===== config.mk =====
export PLATFORM = sky130hd
export DESIGN_NAME = mulby255_seq
export DESIGN_NICKNAME = d
export VERILOG_FILES = /design/src/rtl/mulby255_seq.sv
export SDC_FILE = /design/constraint.sdc
export NUM_CORES = 1
export LEC_CHECK = 0
export ABC_AREA = 1
export CAP_MARGIN = 5
export CELL_PAD_IN_SITES_DETAIL_PLACEMENT = 0
export CELL_PAD_IN_SITES_GLOBAL_PLACEMENT = 1
export CORE_UTILIZATION = 46
export DETAILED_ROUTE_END_ITERATION = 16
export PLACE_DENSITY_LB_ADDON = 0.1
export SETUP_SLACK_MARGIN = 0.02
export SKIP_CTS_REPAIR_TIMING = 1
export SLEW_MARGIN = 30
export SYNTH_ARGS = -nofsm -noshare
export SYNTH_HDL_FRONTEND = slang
export SYNTH_SLANG_ARGS = --single-unit

===== constraint.sdc =====
create_clock -name clk -period 6.7 [get_ports clk]
set_clock_uncertainty 0.1 [all_clocks]
set_input_delay 0.67 -clock clk [delete_from_list [all_inputs] [get_ports clk]]
set_output_delay 0.67 -clock clk [all_outputs]
set_load 0.05 [all_outputs]

===== src/rtl/mulby255_seq.sv =====
// Sequential A*255 by shift-add, one step per clock.
// Operand loaded and result read as 16-bit halves over shared buses.
module mulby255_seq #(
    parameter int W     = 16,
    parameter int NSTEP = 8
) (
    input  logic         clk,
    input  logic         rst,
    input  logic [W-1:0] x,
    input  logic         ld_msb,
    input  logic         ld_lsb,
    input  logic         start,
    input  logic         rd_msb,
    input  logic         rd_lsb,
    output logic [W-1:0] y,
    output logic         busy,
    output logic         done,
    output logic         ovf
);

    localparam int AW = 2 * W;
    localparam int PW = AW + 8;
    localparam int CW = $clog2(NSTEP);
    localparam logic [CW-1:0] LAST = CW'(NSTEP - 1);

    typedef enum logic [1:0] {IDLE, RUN, DONE} state_t;

    state_t          state, state_n;
    logic [AW-1:0]   a;
    logic [PW-1:0]   acc, acc_n;
    logic [CW-1:0]   cnt;
    logic            ld, open, go, last;

    assign ld    = ld_msb | ld_lsb;
    assign open  = (state != RUN);
    // a load in the same cycle takes priority over start
    assign go    = start & ~ld & open;
    assign last  = (cnt == LAST);
    assign acc_n = acc + ({8'b0, a} << cnt);
    assign busy  = (state == RUN);
    assign done  = (state == DONE);

    always_comb begin
        state_n = state;
        unique case (state)
            IDLE: if (go) state_n = RUN;
            RUN:  if (last) state_n = DONE;
            DONE: begin
                if (ld)      state_n = IDLE;
                else if (go) state_n = RUN;
            end
            default: state_n = IDLE;
        endcase
    end

    always_ff @(posedge clk) begin
        if (rst) begin
            state <= IDLE;
            a     <= '0;
            acc   <= '0;
            cnt   <= '0;
            y     <= '0;
            ovf   <= 1'b0;
        end else begin
            state <= state_n;
            if (open && ld) begin
                if (ld_msb) a[AW-1:W] <= x;
                if (ld_lsb) a[W-1:0]  <= x;
                ovf <= 1'b0;
            end
            if (go) begin
                acc <= '0;
                cnt <= '0;
                ovf <= 1'b0;
            end
            if (state == RUN) begin
                acc <= acc_n;
                cnt <= cnt + 1'b1;
                if (last) ovf <= |acc_n[PW-1:AW];
            end
            if (state == DONE) begin
                if (rd_msb)      y <= acc[AW-1:W];
                else if (rd_lsb) y <= acc[W-1:0];
            end
        end
    end

endmodule


; Yosys cells after proc, flatten, opt, wreduce, memory -nomap -nowiden
; Cells that the tools add are included.
[classes]
n_shift = 1
muxes = 14
n_reduce_logical = 8
bitwise = 4
addsub = 2
n_eq_ne = 5
[op_table]
columns = op, count
row1 = 40-bit 2-to-1 mux, 2
row2 = 40-bit adder, 1
row3 = 32-bit by 3-bit left shift with 40-bit output, 1
row4 = 16-bit 2-to-1 mux, 2
row5 = 8-bit OR reduction, 1
row6 = 2-bit 2-to-1 mux, 3
row7 = 3-bit 2-to-1 mux, 2
row8 = 2-bit one-hot mux with 3 select lines, 1
row9 = 2-bit AND reduction, 3
row10 = 1-bit 2-to-1 mux, 4
row11 = "2-bit by 1-bit != test with 1-bit output, second input constant", 2
row12 = 2-bit nonzero test, 2
row13 = "3-bit by 1-bit adder with 3-bit output, second input constant", 1
row14 = "3-bit == test, second input constant", 1
row15 = 1-bit bitwise AND, 2
row16 = "2-bit by 1-bit == test with 1-bit output, second input constant", 1
row17 = "2-bit == test, second input constant", 1
row18 = 2-bit logical NOT, 1
row19 = 1-bit logical AND, 1
row20 = 1-bit NOT, 1
row21 = 1-bit OR, 1
[word_totals]
out_inout_bits = 19
register_bits = 94
in_bits = 23
wordCells = 41

; Longest topological paths before layout
; Gate-level depths: netlist (run 1).
[depth]
ltp_word = 7
mapped_depth = 26
depth_no_buf = 25

; Worst setup path before layout (run 1)
; No wires, ideal clock.
[synth_timing]
kind = reg2reg
from = register cnt[1]
to = register ovf
arrival_ns = 2.651
setup_ns = 0.131
t_required_ns = 6.469
path_slack_ns = 3.819
path_buffers = 2
period_less_slack_ns = 2.881
stages_incl_launch_ff = 23
cell_sequence = dfxtp_1 inv_1 clkbuf_1 clkbuf_1 nand3_1 nand3_1 o21ai_0 ha_1 nand2_2 nor2_4 inv_1 nor2_2 nand3b_1 nand3_2 nand2_2 nand2_1 nand2_1 nand2_1 nand2_1 nor2_1 nand2_1 nand2_1 a21oi_2
[synth_via]
elab_chain_len = 5
word_cells_on_any_way = 6
classes_between = 1 x add/sub / 1 x eq/ne / 1 x shift / 2 x mux / 1 x reduce/logical
[synth_rtl]
columns = item, line
row1 = "start, declared", 31  ; logic [CW-1:0] cnt;
row2 = "start signal, assigned", 78  ; cnt <= cnt + 1'b1;
row3 = 32-bit by 3-bit left shift with 40-bit output, 39  ; assign acc_n = acc + ({8'b0, a} << cnt);
row4 = 40-bit adder, 39
row5 = 8-bit OR reduction, 79  ; if (last) ovf <= |acc_n[PW-1:AW];
row6 = 1-bit 2-to-1 mux *, 79
row7 = 1-bit 2-to-1 mux *, 76  ; if (state == RUN) begin
row8 = "end signal, assigned", 79
row9 = "end, declared", 18  ; output logic ovf
; Mark *: on every way between the ends. The rest lies on a longest branch, timed or not.
; A chain may end at the register's enable or synchronous reset.

; Worst setup path in the final report (run 1)
[layout_timing]
from = register cnt[0]
to = register ovf
; The elaborated chain is that of the path after synthesis.

==> impl_metrics.prom, run 1 <==
# TYPE chip_impl_metric gauge
chip_impl_metric{name="detailed_place_hpwl",unit="um"} 18000
chip_impl_metric{name="ys_ff_latch",unit=""} 94
chip_impl_info{name="crit_path_end_kind",value="flip-flop"} 1
chip_impl_metric{name="timing.final.ws_setup",unit="ns"} 2.70
chip_impl_info{name="root_buffer",value="sky130_fd_sc_hd__clkbuf_16"} 1
chip_impl_info{name="critical-path-top-cell-by-count",value="sky130_fd_sc_hd__nand2_1"} 1
chip_impl_metric{name="gp_routability_congestion",unit=""} 0.962
chip_impl_metric{name="mappedNetlistNets",unit=""} 1338
chip_impl_metric{name="route.detailed.vias_per_inst",unit=""} 5.22
chip_impl_info{name="tritoncts_clock_tree",value="done"} 1
chip_impl_metric{name="layout-drive-gt1-share",unit="%"} 5.67
chip_impl_metric{name="largest_net_degree_at_the_start_of_global_routing",unit=""} 95
chip_impl_metric{name="report.final.hold_viol_count",unit=""} 0
chip_impl_metric{name="synth_async_sr_flop_share",unit="%"} 0
chip_impl_info{name="reg2reg_from",value="cnt[0]$_SDFFE_PP0P_"} 1
chip_impl_metric{name="clock.fmax",unit="GHz"} 0.250
chip_impl_metric{name="ys_warn_count",unit=""} 0
chip_impl_info{name="worst-setup-path-type",value="flip-flop to flip-flop"} 1
chip_impl_metric{name="maxCapViolCount",unit=""} 0
chip_impl_metric{name="initialDrtViolationCount",unit=""} 547
chip_impl_info{name="critical_path.startpoint",value="cnt[0]$_SDFFE_PP0P_"} 1
chip_impl_metric{name="detailedPlace.worstSlack",unit="ns"} 2.67
chip_impl_metric{name="ir_drop",unit="mV"} 0.115
chip_impl_metric{name="initial_util",unit="%"} 47.0
chip_impl_metric{name="post_drt_wl_per_cell",unit="um"} 15.2
chip_impl_metric{name="numPlacedInstances",unit=""} 1488
chip_impl_metric{name="layout.nets",unit=""} 1348
chip_impl_metric{name="cts_made_buffers",unit=""} 9
chip_impl_info{name="grt_setup_unrepaired",value="false"} 1
chip_impl_metric{name="via_count_of_the_first_global_routing_pass",unit=""} 6915
chip_impl_metric{name="power",unit="mW"} 1.28
chip_impl_metric{name="worst_setup_hold_path_clk_slew",unit="ns"} 0.07
chip_impl_info{name="cp-start-kind",value="flip-flop"} 1
chip_impl_info{name="worst_hold_startpoint",value="acc[33]$_SDFFE_PP0P_"} 1
chip_impl_metric{name="netlist-cell-type-count",unit=""} 36
chip_impl_metric{name="instances_no_fill",unit=""} 1504
chip_impl_metric{name="finalSetupViolCount",unit=""} 0
chip_impl_metric{name="syn-cell-area",unit="um^2"} 7430
chip_impl_metric{name="drv_slew",unit=""} 0
chip_impl_metric{name="groute.usage.overall",unit="%"} 28.4
chip_impl_metric{name="grt_pass1_wl",unit="um"} 36100
chip_impl_metric{name="drc",unit=""} 0
chip_impl_metric{name="synth_cells",unit=""} 1273
chip_impl_metric{name="cts-root-to-sink-buffers",unit=""} 2
chip_impl_metric{name="y_dimension_of_the_die",unit="um"} 129
chip_impl_metric{name="synth_area_per_cell",unit="um^2"} 5.84
chip_impl_metric{name="dieArea",unit="um^2"} 16700
chip_impl_metric{name="max_slew.worst_pin.slew",unit="ns"} 0.882
chip_impl_metric{name="antenna_cells_inserted",unit=""} 0
chip_impl_metric{name="route.vias.total",unit=""} 7846
chip_impl_metric{name="cts.htree.levels",unit=""} 3
chip_impl_metric{name="rows",unit=""} 46
chip_impl_metric{name="power.density_cell_area",unit="nW/um^2"} 155
chip_impl_info{name="postSynth.topFlopCell",value="sky130_fd_sc_hd__dfxtp_1"} 1
chip_impl_metric{name="grt_antenna_before_repair",unit=""} 0
chip_impl_metric{name="layout_min_cycle_time",unit="ns"} 4.00
chip_impl_metric{name="io_buffers",unit=""} 41
chip_impl_metric{name="drt_pass1_iterations",unit=""} 5
chip_impl_metric{name="clock_insertion_delay_worst_skew",unit="ns"} 0.35
chip_impl_metric{name="max-slew-margin-rel",unit="%"} 41.1
chip_impl_metric{name="io_pins",unit=""} 42
chip_impl_metric{name="area_growth_syn_to_layout",unit="%"} 11.0
chip_impl_metric{name="synth_enable_flop_cells",unit=""} 0
chip_impl_info{name="cpMaxStageDelayCell",value="sky130_fd_sc_hd__inv_1"} 1
chip_impl_info{name="run_status",value="completed"} 1
chip_impl_metric{name="cts_sink_count",unit=""} 94
chip_impl_metric{name="core-area",unit="um^2"} 15800
chip_impl_metric{name="power.leakage",unit="nW"} 3.74
chip_impl_metric{name="synth_seq_area_share",unit="%"} 25.3
chip_impl_info{name="class_of_the_worst_hold_path",value="flip-flop to flip-flop"} 1
chip_impl_metric{name="route.antenna.remaining_nets",unit=""} 0
chip_impl_metric{name="die_width",unit="um"} 129
chip_impl_metric{name="layout_worst_path_cycle_share",unit="%"} 59.7
chip_impl_info{name="timing.critical_path.cells",value="buf_4, inv_1, nand2_1, nand3_1, o21ai_0, o21ai_0, ha_1, nand2_1, inv_1, a21oi_1, nand2_1, nand2_1, nand3_2, nand2_1, nand3_1, nand2_1, nand2_1, nor2_1, nand2_1, nand2_1, a21oi_2"} 1
chip_impl_metric{name="worstPathRequired",unit="ns"} 6.81
chip_impl_metric{name="gr-total-overflow",unit=""} 0
chip_impl_metric{name="critPathMaxStageDelay",unit="ns"} 0.62
chip_impl_metric{name="overall_routed_net_length",unit="um"} 22900
chip_impl_metric{name="critical_path_peak_fanout",unit=""} 40
chip_impl_metric{name="fin_tns_setup",unit="ns"} 0
chip_impl_metric{name="cp_data_arrival_time",unit="ns"} 4.11
==> routing by layer <==
metal / wire, um / global-route usage, %
met4: 406 / 8.10
met1: 11300 / 39.0
met3: 1070 / 3.63
met5: 0 / 0
met2: 10100 / 46.6
==> worst max-delay path, delay by kind of cell (launching register included) <==
family / cells / cell delay, ns
adders and majority gates: 1 / 0.38
buffers and inverters: 3 / 0.91
DFF: 1 / 0.30
and+or+nand+nor: 13 / 1.35
AOI/OAI and AO/OA: 4 / 0.80
==> cell usage after synthesis, types with 5 or more instances <==
master                     count  share of area [%]
sky130_fd_sc_hd__dfxtp_1      94                 25
sky130_fd_sc_hd__nor2_1      101                5.1
sky130_fd_sc_hd__nor2_2       12                1.0
sky130_fd_sc_hd__o21ai_0      70                4.7
sky130_fd_sc_hd__or2_2         5               0.42
sky130_fd_sc_hd__nand2_1     434                 22
sky130_fd_sc_hd__buf_1         6               0.30
sky130_fd_sc_hd__ha_1         41                6.9
sky130_fd_sc_hd__inv_1       134                6.8
sky130_fd_sc_hd__a21oi_1     140                9.4
sky130_fd_sc_hd__clkbuf_1     41                2.1
sky130_fd_sc_hd__nand3_2       6               0.81
sky130_fd_sc_hd__nand3b_1      5               0.51
sky130_fd_sc_hd__nor3_1        7               0.47
sky130_fd_sc_hd__nand3_1     106                7.1
sky130_fd_sc_hd__a211oi_1     18                1.8
sky130_fd_sc_hd__nand2_2      15                1.3
==> cell families (layout without fill, tap and decap cells) <==
logic type      count (synthesis)  after routing  synth area share (%)
simple gates                  701            701                  39.7
xor+xnor                        2              2                 0.236
mux                             4              4                 0.539
flops                          94             94                  25.3
buf+inv                       186            201                  9.46
compound gates                244            244                  17.6
fa+ha+maj                      42             42                  7.17
==> cell usage in the layout, fill, tap and decap left out, drive strengths merged, types with 3 or more instances in the layout <==
cell type and count:
o21ai 70, clkbuf 10, a21oi 141, clkinv 5, inv 134, nand3 112, nor2 115, nand3b 5
a31o 4, clkdlybuf4s50 40, ha 41, nand4 3, buf 10, o21bai 3, mux2i 4, a31oi 3
or2 6, nor3 7, dfxtp 94, a211oi 18, nand2 449
==> state kept, by name (all words and copies together), names as in the netlist <==
register	count
state	2
y	16
cnt	3
a	32
acc	40
ovf	1
==> final cells by class <==
cell class | count | area, um^2
well taps | 216 | 270
fillers | 1787 | 7570
repair buffers | 50 | 477
inverters | 135 | 507
clock inverters | 6 | 38.8
multi-input cells | 993 | 4850
clock buffers | 10 | 229
flip-flops and latches | 94 | 1880
==> power by group <==
part           switching [mW]  total (mW)  internal, mW
registers              0.0142       0.590         0.575
clock network           0.231       0.482         0.251
logic                   0.142       0.210        0.0677
total                   0.387        1.28         0.894
==> stage by stage <==
step / utilization (%) / hold WS, ns / instance area [um^2]
after floorplan: - / 0.350 / 7430
after global placement: 50.4 / 0.359 / 7980
after detailed placement: 50.5 / 0.364 / 7990
after CTS: 52.2 / 0.375 / 8250
after global routing: 52.2 / 0.400 / 8250
final: 52.2 / 0.373 / 8250
==> final timing paths <==
path / endpoint / slack (ns) / cells after the start
worst max-delay path: ovf$_SDFF_PP0_ / 2.70 / 21
worst min-delay path: acc[33]$_SDFFE_PP0P_ / 0.37 / 2
worst max register to register: ovf$_SDFF_PP0_ / 2.70 / 21
worst min register to register: acc[33]$_SDFFE_PP0P_ / 0.37 / 2
Note: power is estimated with default switching activity, not from simulation.
==> inputs of run 2 (changes only) <==
--- a/config.mk
+++ b/config.mk
@@ -9,7 +9,7 @@
 export CAP_MARGIN = 5
 export CELL_PAD_IN_SITES_DETAIL_PLACEMENT = 0
 export CELL_PAD_IN_SITES_GLOBAL_PLACEMENT = 1
-export CORE_UTILIZATION = 46
+export CORE_UTILIZATION = 38
 export DETAILED_ROUTE_END_ITERATION = 16
 export PLACE_DENSITY_LB_ADDON = 0.1
 export SETUP_SLACK_MARGIN = 0.02
==> constraint.sdc (replaced) <==
create_clock -name clk -period 3.6 [get_ports clk]
set_clock_uncertainty 0.1 [all_clocks]
set_input_delay 0.36 -clock clk [delete_from_list [all_inputs] [get_ports clk]]
set_output_delay 0.36 -clock clk [all_outputs]
set_load 0.05 [all_outputs]
==> impl_metrics.prom, run 2 (same netlist as run 1, synthesis figures left out) <==
# TYPE chip_impl_metric gauge
chip_impl_metric{name="post_drt_wl_per_cell",unit="um"} 15.8
chip_impl_metric{name="layout_min_cycle_time",unit="ns"} 3.33
chip_impl_info{name="biggestRegsByFlops",value="acc: 40 flops, a: 32 flops, y: 16 flops"} 1
chip_impl_metric{name="detailed_place_hpwl",unit="um"} 19500
chip_impl_info{name="root_buffer",value="sky130_fd_sc_hd__clkbuf_16"} 1
chip_impl_metric{name="initial_util",unit="%"} 39.2
chip_impl_metric{name="clock_insertion_delay_worst_skew",unit="ns"} 0.36
chip_impl_metric{name="route.vias.total",unit=""} 7990
chip_impl_info{name="top_layer_used",value="met4"} 1
chip_impl_metric{name="via_count_of_the_first_global_routing_pass",unit=""} 7453
chip_impl_metric{name="core-area",unit="um^2"} 19000
chip_impl_metric{name="worst_setup_hold_path_clk_slew",unit="ns"} 0.07
chip_impl_metric{name="dieArea",unit="um^2"} 20100
chip_impl_metric{name="cts.htree.levels",unit=""} 3
chip_impl_metric{name="cts_made_buffers",unit=""} 9
chip_impl_metric{name="route.detailed.vias_per_inst",unit=""} 5.13
chip_impl_metric{name="max_slew.worst_pin.slew",unit="ns"} 0.853
chip_impl_metric{name="rows",unit=""} 50
chip_impl_metric{name="critical_path_peak_fanout",unit=""} 30
chip_impl_metric{name="clock.fmax",unit="GHz"} 0.300
chip_impl_metric{name="max-slew-margin-rel",unit="%"} 43.1
chip_impl_info{name="run_status",value="completed"} 1
chip_impl_metric{name="largest_net_degree_at_the_start_of_global_routing",unit=""} 95
chip_impl_metric{name="cts_sink_count",unit=""} 94
chip_impl_info{name="final_cell_mix",value="sky130_fd_sc_hd__nand2_1, sky130_fd_sc_hd__a21oi_1, sky130_fd_sc_hd__inv_1"} 1
chip_impl_info{name="cp-start-kind",value="flip-flop"} 1
chip_impl_metric{name="layout-drive-gt1-share",unit="%"} 6.33
chip_impl_metric{name="area_growth_syn_to_layout",unit="%"} 13.4
chip_impl_metric{name="overall_routed_net_length",unit="um"} 24500
chip_impl_metric{name="cp_data_arrival_time",unit="ns"} 3.45
chip_impl_metric{name="max_ffs_per_register",unit=""} 40
chip_impl_metric{name="power.density_cell_area",unit="nW/um^2"} 292
chip_impl_metric{name="initialDrtViolationCount",unit=""} 521
chip_impl_metric{name="drc",unit=""} 0
chip_impl_metric{name="layout.nets",unit=""} 1356
chip_impl_metric{name="io_buffers",unit=""} 41
chip_impl_metric{name="finalSetupViolCount",unit=""} 0
chip_impl_metric{name="die_width",unit="um"} 142
chip_impl_metric{name="route.antenna.remaining_nets",unit=""} 0
chip_impl_metric{name="drv_slew",unit=""} 0
chip_impl_info{name="max_flop_register",value="acc"} 1
chip_impl_metric{name="antenna_cells_inserted",unit=""} 0
chip_impl_metric{name="grt_pass1_wl",unit="um"} 39500
chip_impl_metric{name="ir_drop",unit="mV"} 0.218
chip_impl_metric{name="post_route_met1_wirelength",unit="um"} 12100
chip_impl_metric{name="report.final.hold_viol_count",unit=""} 0
chip_impl_info{name="tritoncts_clock_tree",value="done"} 1
chip_impl_metric{name="gp_routability_congestion",unit=""} 0.906
chip_impl_metric{name="gr-total-overflow",unit=""} 0
chip_impl_metric{name="fin_tns_setup",unit="ns"} 0
chip_impl_info{name="crit_path_end_kind",value="flip-flop"} 1
chip_impl_metric{name="io_pins",unit=""} 42
chip_impl_info{name="class_of_the_worst_hold_path",value="flip-flop to flip-flop"} 1
chip_impl_metric{name="cts-root-to-sink-buffers",unit=""} 2
chip_impl_metric{name="drt_pass1_iterations",unit=""} 5
chip_impl_metric{name="instances_no_fill",unit=""} 1556
chip_impl_metric{name="detailroute.wirelength.met2",unit="um"} 10700
chip_impl_metric{name="grt_antenna_before_repair",unit=""} 0
chip_impl_info{name="layout_commonest_cell",value="sky130_fd_sc_hd__nand2_1"} 1
chip_impl_metric{name="numPlacedInstances",unit=""} 1537
chip_impl_metric{name="power.leakage",unit="nW"} 3.80
chip_impl_metric{name="worstPathRequired",unit="ns"} 3.72
chip_impl_metric{name="groute.usage.overall",unit="%"} 25.6
chip_impl_info{name="grt_setup_unrepaired",value="false"} 1
chip_impl_metric{name="placed_area",unit="um^2"} 8120
chip_impl_metric{name="maxCapViolCount",unit=""} 0
chip_impl_metric{name="layout_worst_path_cycle_share",unit="%"} 92.5
chip_impl_metric{name="y_dimension_of_the_die",unit="um"} 142
chip_impl_metric{name="wl_met3",unit="um"} 1260
chip_impl_metric{name="design_area",unit="um^2"} 8430
chip_impl_info{name="worst-setup-path-type",value="flip-flop to flip-flop"} 1
run 2: cell types whose count changed in the layout (fill, tap and decap cells not counted), moves of 2 or more:
cell	before	now
sky130_fd_sc_hd__o21ai_1	0	6
sky130_fd_sc_hd__o21ai_0	70	64
sky130_fd_sc_hd__buf_12	0	3
sky130_fd_sc_hd__inv_6	0	2
sky130_fd_sc_hd__buf_4	8	14
run 2: worst paths after layout:
kind              cells after the start  slack [ns]                  from                    to
setup / recovery                     23        0.27   cnt[0]$_SDFFE_PP0P_        ovf$_SDFF_PP0_
setup reg to reg                     23        0.27   cnt[0]$_SDFFE_PP0P_        ovf$_SDFF_PP0_
hold reg to reg                       2        0.37  acc[32]$_SDFFE_PP0P_  acc[32]$_SDFFE_PP0P_
hold / removal                        2        0.37  acc[32]$_SDFFE_PP0P_  acc[32]$_SDFFE_PP0P_
run 2: stage by stage:
stage / power [mW] / util (%) / hold slack, ns / setup WS [ns]
after floorplan: 1.38 / - / 0.350 / 0.719
after global placement: 1.52 / 42.8 / 0.359 / 0.203
after detailed placement: 1.52 / 42.8 / 0.361 / 0.290
after CTS: 2.48 / 44.3 / 0.375 / 0.279
after global routing: 2.57 / 44.5 / 0.393 / 0.0250
final: 2.46 / 44.5 / 0.373 / 0.269
run 2: metal layers:
metal,vias to the layer above,track usage (%)
li1,4170,-
met1,3594,36.2
met2,201,40.9
met3,25,2.80
met4,0,7.53
met5,-,0
run 2: final cells by class:
class                           count  area, um^2
Tap cell                          260         325
Timing Repair Buffer               58         577
Clock inverter                      6        43.8
Sequential cell                    94        1880
Inverter                          135         507
Fill cell                        2122       10500
Multi-Input combinational cell    993        4850
Clock buffer                       10         239
run 2: power by group:
part | leakage [nW] | internal (mW) | switching [mW]
Sequential | 0.764 | 1.07 | 0.0279
Clock | 0.139 | 0.492 | 0.463
Combinational | 2.90 | 0.136 | 0.271
Total | 3.80 | 1.70 | 0.763
run 2: critical path, stage by stage (launching register included):
cell and delay [ns]:
sky130_fd_sc_hd__dfxtp_1 0.34, sky130_fd_sc_hd__inv_1 0.10, sky130_fd_sc_hd__buf_12 0.17, sky130_fd_sc_hd__nand2_1 0.06
sky130_fd_sc_hd__nand2_1 0.06, sky130_fd_sc_hd__inv_1 0.05, sky130_fd_sc_hd__nand2_1 0.04, sky130_fd_sc_hd__o21ai_0 0.10
sky130_fd_sc_hd__o21ai_0 0.30, sky130_fd_sc_hd__ha_1 0.36, sky130_fd_sc_hd__nand2_1 0.17, sky130_fd_sc_hd__inv_1 0.06
sky130_fd_sc_hd__nand2_1 0.08, sky130_fd_sc_hd__nand3_1 0.19, sky130_fd_sc_hd__nand2_1 0.13, sky130_fd_sc_hd__nand3_2 0.14
sky130_fd_sc_hd__nand2_1 0.14, sky130_fd_sc_hd__nand3_1 0.10, sky130_fd_sc_hd__nand2_1 0.11, sky130_fd_sc_hd__nand2_1 0.07
sky130_fd_sc_hd__nor2_1 0.09, sky130_fd_sc_hd__nand2_1 0.09, sky130_fd_sc_hd__nand2_1 0.08, sky130_fd_sc_hd__a21oi_2 0.05
